--- src/rtl/core_sequencer.sv ---
// Multi-cycle instruction sequencer: fetch/decode/execute/mem/writeback control around an external ROM and decoder.
// dbg_state exposes the FSM state: 0 IDLE, 1 FETCH, 2 DECODE, 3 EXECUTE, 4 MEM, 5 WRITEBACK, 6 HALTED.
module core_sequencer #(
   parameter int PC_W = 8
) (
   input  logic            clk,
   input  logic            rst,
   input  logic            run,
   input  logic            step,
   input  logic [23:0]     rom_rdata,
   input  logic            dec_halt,
   input  logic            dec_is_load,
   input  logic            dec_write_en,
   input  logic            dec_ram_write_en,
   input  logic            dec_pc_overwrite,
   input  logic [7:0]      dec_imm,
   output logic [PC_W-1:0] rom_addr,
   output logic [23:0]     ir,
   output logic            rf_we,
   output logic            ram_we,
   output logic            halted,
   output logic            busy,
   output logic [15:0]     retired,
   output logic [2:0]      dbg_state
);

   typedef enum logic [2:0] {
      S_IDLE      = 3'd0,
      S_FETCH     = 3'd1,
      S_DECODE    = 3'd2,
      S_EXECUTE   = 3'd3,
      S_MEM       = 3'd4,
      S_WRITEBACK = 3'd5,
      S_HALTED    = 3'd6
   } state_t;

   state_t          state_q, state_d;
   logic [PC_W-1:0] pc_q, pc_d;
   logic [23:0]     ir_q, ir_d;
   logic [15:0]     retired_q, retired_d;
   logic [PC_W-1:0] imm_pc;

   // Jump target: the 8-bit immediate fitted to the program counter width.
   generate
      if (PC_W == 8) begin : g_imm_eq
         assign imm_pc = dec_imm;
      end else if (PC_W > 8) begin : g_imm_ext
         assign imm_pc = {{(PC_W-8){1'b0}}, dec_imm};
      end else begin : g_imm_trunc
         assign imm_pc = dec_imm[PC_W-1:0];
      end
   endgenerate

   always_ff @(posedge clk or negedge rst) begin
      if (!rst) begin
         state_q   <= S_IDLE;
         pc_q      <= '0;
         ir_q      <= '0;
         retired_q <= '0;
      end else begin
         state_q   <= state_d;
         pc_q      <= pc_d;
         ir_q      <= ir_d;
         retired_q <= retired_d;
      end
   end

   always_comb begin
      state_d   = state_q;
      pc_d      = pc_q;
      ir_d      = ir_q;
      retired_d = retired_q;
      rf_we     = 1'b0;
      ram_we    = 1'b0;
      case (state_q)
         S_IDLE: begin
            if (run || step) state_d = S_FETCH;
         end
         S_FETCH: state_d = S_DECODE;
         S_DECODE: begin
            ir_d    = rom_rdata;
            state_d = S_EXECUTE;
         end
         S_EXECUTE: begin
            // A HALT retires on entry to HALTED, since it never reaches writeback.
            if (dec_halt) begin
               state_d   = S_HALTED;
               retired_d = retired_q + 16'd1;
            end else if (dec_is_load) begin
               state_d = S_MEM;
            end else begin
               state_d = S_WRITEBACK;
            end
         end
         S_MEM: state_d = S_WRITEBACK;
         S_WRITEBACK: begin
            rf_we     = dec_write_en;
            ram_we    = dec_ram_write_en;
            retired_d = retired_q + 16'd1;
            pc_d      = dec_pc_overwrite ? imm_pc : pc_q + PC_W'(1);
            state_d   = run ? S_FETCH : S_IDLE;
         end
         S_HALTED: state_d = S_HALTED;
         default:  state_d = S_IDLE;
      endcase
   end

   assign rom_addr  = pc_q;
   assign ir        = ir_q;
   assign retired   = retired_q;
   assign halted    = (state_q == S_HALTED);
   assign busy      = (state_q != S_IDLE) && (state_q != S_HALTED);
   assign dbg_state = state_q;

endmodule

--- config.mk ---
export PLATFORM = sky130hd
export DESIGN_NAME = core_sequencer
export DESIGN_NICKNAME = d
export VERILOG_FILES = /design/src/rtl/core_sequencer.sv
export SDC_FILE = /design/constraint.sdc
export NUM_CORES = 1
export LEC_CHECK = 0
export CORE_MARGIN = 2
export CORE_UTILIZATION = 46
export DETAILED_ROUTE_END_ITERATION = 10
export GPL_ROUTABILITY_DRIVEN = 0
export HOLD_SLACK_MARGIN = 0.05
export PLACE_DENSITY = 0.83
export SYNTH_ARGS = -nofsm -noshare
export SYNTH_HDL_FRONTEND = slang
export SYNTH_SLANG_ARGS = --single-unit
--- constraint.sdc ---
create_clock -name clk -period 3.35 [get_ports clk]
set_clock_uncertainty 0.1 [all_clocks]
set_input_delay 0.67 -clock clk [delete_from_list [all_inputs] [get_ports clk]]
set_output_delay 0.67 -clock clk [all_outputs]
set_load 0.05 [all_outputs]
Yosys cells after proc, flatten, opt, wreduce, memory -nomap -nowiden
Index checks and enable logic that the tools add are counted.

Register bits: 51. Input port bits: 41. Output and inout port bits: 55. Word-level logic and storage cells: 31.

$add $sub $neg: 2. Equal/unequal tests: 9. Mux-type cells: 10. Reductions and logical operators: 6.

Operators by type and width (count): 16-bit case mux with 2 select lines (1); 3-bit case mux with 7 select lines (1); 16-bit by 1-bit adder with 16-bit output, second input constant (1); 16-bit 2-to-1 mux (1); 3-bit == test, second input constant (3); 8-bit by 1-bit adder with 8-bit output, second input constant (1); 8-bit 2-to-1 mux (1); 3-bit by 2-bit == test with 1-bit output, second input constant (2); 1-bit 2-to-1 mux (4); 2-bit inequality test, second input constant (2); 3-bit by 1-bit == test with 1-bit output, second input constant (1); 3-bit logical NOT (1); 3-bit 2-to-1 mux (1); 3-bit inequality test, second input constant (1); 3-bit nonzero test (1); 2-bit 2-to-1 mux (1); 2-bit AND reduction (1); 2-bit nonzero test (1); 1-bit logical AND (1); 1-bit logical OR (1).

Depth between registers and ports, before layout
Depth in word-level cells: 3. Mapped depth: 6. Mapped depth without buffers: 5.

Worst setup path before layout
No wires, ideal clock.

Path kind: register -> output. Start: reg state_q[2] (netlist: dbg_state[2]). End: out halted. Arrival time: 1624 ps. Required time: 2580 ps. Path slack: 956 ps. Cell stages (with the launch flop): 4. Path through: dfrtp_1 > buf_2 > nand2_1 > nor2_1.

Cells in the longest elaborated chain, start to end: 1.

RTL lines: start: declaration (RTL line 37) `state_t state_q, state_d;`; start signal: assignment (RTL line 61) `state_q <= state_d;`; 3-bit == test (RTL line 111) `assign halted = (state_q == S_HALTED);`; end: declaration (RTL line 21) `output logic halted,`.

No other way between the ends.

Final worst setup path
Start: reg state_q[2] (netlist: dbg_state[2]). End: out ram_we.

Cells in the longest elaborated chain, start to end: 2.

RTL lines: 3-bit == test (RTL line 75) `case (state_q)`; 1-bit 2-to-1 mux (RTL line 75); end: declaration (RTL line 20) `output logic ram_we,`.

No other way between the ends.

==> metrics.md <==
| Metric | Value |
|---|---|
| Status | `finished clean` |
| Total GRT Usage | `18.6%` |
| Root Buffer | `clkbuf_8` |
| Worst vdd ir | `648 µV` |
| Place WS | `0.495 ns` |
| RSZ-0062 raised after global routing | `false` |
| Max Clk Rate | `340 MHz` |
| Die height | `~76 µm` |
| Setup TNS | `0 ns` |
| Layout cells sized above 1 | `13.3%` |
| Cell count after synthesis | `198` |
| Seq/Total Area, Yosys | `a little over half` |
| Initial antenna violation count | `0` |
| WL/cell | `13.9 µm` |
| Setup violations, final | `0` |
| Synthesized Nets | `241` |
| Lkg Pwr | `approximately 1.4 nW` |
| CTS tree | `done` |
| Core area | `5040 µm²` |
| Maxcap violations | `0` |
| Final nets | `337` |
| Critical path peak fanout | `11` |
| Critical Path RT | `2.58 ns` |
| Vias per inst | `between 5 and 6` |
| Cell Count, Final, Fillers Out | `364` |
| Post-DP HPWL | `3.72 mm` |
| Yosys warns | `0` |
| Final hold viol count | `0` |
| DIE AREA | `5720 µm²` |
| Worst-Skew Late Latency | `0.29 ns` |
| Largest net degree at the start of global routing | `27` |
| Cell row count | `26` |
| Unique cell type count in the Yosys netlist | `37` |
| Type of the tightest min-delay check | `in -> async` |
| Reg2reg setup slack | `1.39 ns` |
| Starting density of the core | `46.8%` |
| Post-route ant nets | `0` |
| Setup ws final | `between 0.4 and 0.5 ns` |
| Mean Syn Cell Area | `around 12 µm²` |
| Post-CTS resize count | `0` |
| First-pass GRT wire length | `8.18 mm` |
| Worst setup EP type | `primary output` |
| DR vias | `between 1500 and 2000` |
| Hold Buf Count CTS | `0` |
| Fin crit share | `about 88%` |
| Clk sinks | `51` |
| Slew @ Worst Pin | `0.660 ns` |
| Num CTS Buffers | `5` |
| Worst setup SP type | `flop` |
| Crit path time final | `2.94 ns` |
| Fin. max-slew vios | `0` |
| Main flop type after synthesis | `dfrtp_1` |
| #FFs+latches synth | `51` |
| Crit Reg-Reg Endpoint | `retired[12]` |
| Htree depth | `2` |
| Number of synthesized flops with an enable pin | `0` |
| Critical path, cell by cell | `nor2b_1 > and3_1 > clkdlybuf4s50_1` |
| Synthesized area | `around 2400 µm²` |
| Rel. slew slack | `55.9%` |
| Critical path class | `reg -> out` |
| GRT overflow | `0` |
| Vias in the first global route | `1844` |
| Overall power | `0.00370 W` |
| DRC viols | `0` |
| Io pins | `96` |
| Die Width | `approximately 76 µm` |
| DP Cell Count | `357` |
| Number of diodes | `0` |
| Iteration-0 DRC count of the detailed router | `121` |
| Post-synth ARST share | `100%` |
| Slowest cell on the critical path | `clkdlybuf4s50_1` |
| Crit-path leading delay family | `buffers and inverters` |
| Post-CTS setup buffers | `0` |
| Synth-to-layout area growth | `46.7%` |
| PD cells | `1070 nW/µm²` |
| Worst-path clk slew | `0.09 ns` |
| Crit path DAT | `2.17 ns` |
| Worst reg2reg path depth | `4` |
| TritonRoute pass-1 iters | `4` |
| CP bufs+invs | `1` |
| Slowest stage delay, CP | `roughly 0.80 ns` |
| I/O Buffers | `95` |
| RR Startpoint | `dbg_state[0]` |
| Total Routed Length | `5.05 mm` |
| Maximum root-to-sink buffer count | `2` |
## power breakdown
group          switching (W)  total, W  leakage [nW]  internal [W]
Sequential          0.000264   0.00113         0.608      0.000869
Combinational        0.00134   0.00216         0.757      0.000813
Clock               0.000191  0.000409        0.0502      0.000218
## how the worst max path moves through the flow
stage	cells past startpoint	from	endpoint
CTS	3	dbg_state[2]	ram_we
detailed placement	3	dec_write_en	rf_we
floorplan	3	dbg_state[2]	halted
finish	3	dbg_state[2]	ram_we
global placement	3	dec_write_en	rf_we
global route	3	dbg_state[2]	ram_we
## cell usage in the layout, fill, tap and decap left out, drive strengths merged, types with 2 or more instances in the layout
cell type,n
o21ai,11
nand4,8
nor2b,3
nor4,2
clkbuf,5
nor2,10
nor3,2
buf,4
a31oi,2
nand2,16
xor2,5
nand2b,2
mux2,25
nand3,6
and4,3
clkdlybuf4s50,94
a21oi,10
and3,5
a211oi,2
dfrtp,51
ha,2
mux2i,2
or3,2
xnor2,10
## synth_stat cells (3+ instances only)
master | count | area share, %
mux2_1 | 3 | 1.4
o21ai_0 | 11 | 2.3
dfrtp_1 | 51 | 54
nor2_1 | 10 | 1.6
and4_1 | 3 | 1.1
clkbuf_1 | 3 | 0.48
nand3_1 | 6 | 1.3
xnor2_1 | 10 | 3.7
a21oi_1 | 10 | 2.1
and3_1 | 5 | 1.3
nand4_1 | 8 | 2.1
buf_6 | 3 | 1.4
nand2_1 | 16 | 2.5
mux2_2 | 22 | 10
xor2_1 | 5 | 1.9
## sequential cells by signal, indices dropped and copies added (netlist names)
signal / flops
ir: 24
retired: 16
rom_addr: 8
dbg_state: 3
## through the flow
stage | instance area, µm² | utilization, % | hold WS [ns]
2_1_floorplan | 2360 | - | 0.274
3_3_place_gp | 3360 | 66.6 | 0.361
3_5_place_dp | 3360 | 66.6 | 0.373
4_1_cts | 3460 | 68.7 | 0.294
5_1_grt | 3460 | 68.7 | 0.311
6_report | 3460 | 68.7 | 0.275
## final cells by class
class | count | area [µm²]
Tap cell | 70 | 87.6
Multi-Input combinational cell | 137 | 1020
Inverter | 1 | 3.75
Clock inverter | 2 | 37.5
Timing Repair Buffer | 98 | 968
Sequential cell | 51 | 1280
Clock buffer | 5 | 68.8
Fill cell | 393 | 1580
## worst reg2reg max path: stages, from the launching register on
cell      delay [ns]
dfrtp_1         0.71
nand3b_4        0.35
a211oi_4        0.39
nand4_1         0.16
xnor2_1         0.15
## cells by family after synthesis
group	Yosys count	synth area share (%)
AOI/OAI and AO/OA	29	8.06
xor gates and xnor gates	15	5.56
adders and majority gates	2	1.06
buffers and inverters	10	2.81
DFF	51	54.1
muxes	27	12.8
and+or+nand+nor	64	15.7
## per-layer routing
metal / routed length (µm) / track usage, % / up-vias / part of all wire [%]
li1: - / - / 902 / -
met1: 2180 / 23.0 / 918 / 43
met2: 2530 / 32.8 / 62 / 50
met3: 320 / 4.76 / 2 / 6.3
met4: 17 / 4.29 / 0 / 0.34
met5: 0 / 0 / - / 0
No activity file was read; power rests on OpenSTA's default activity.
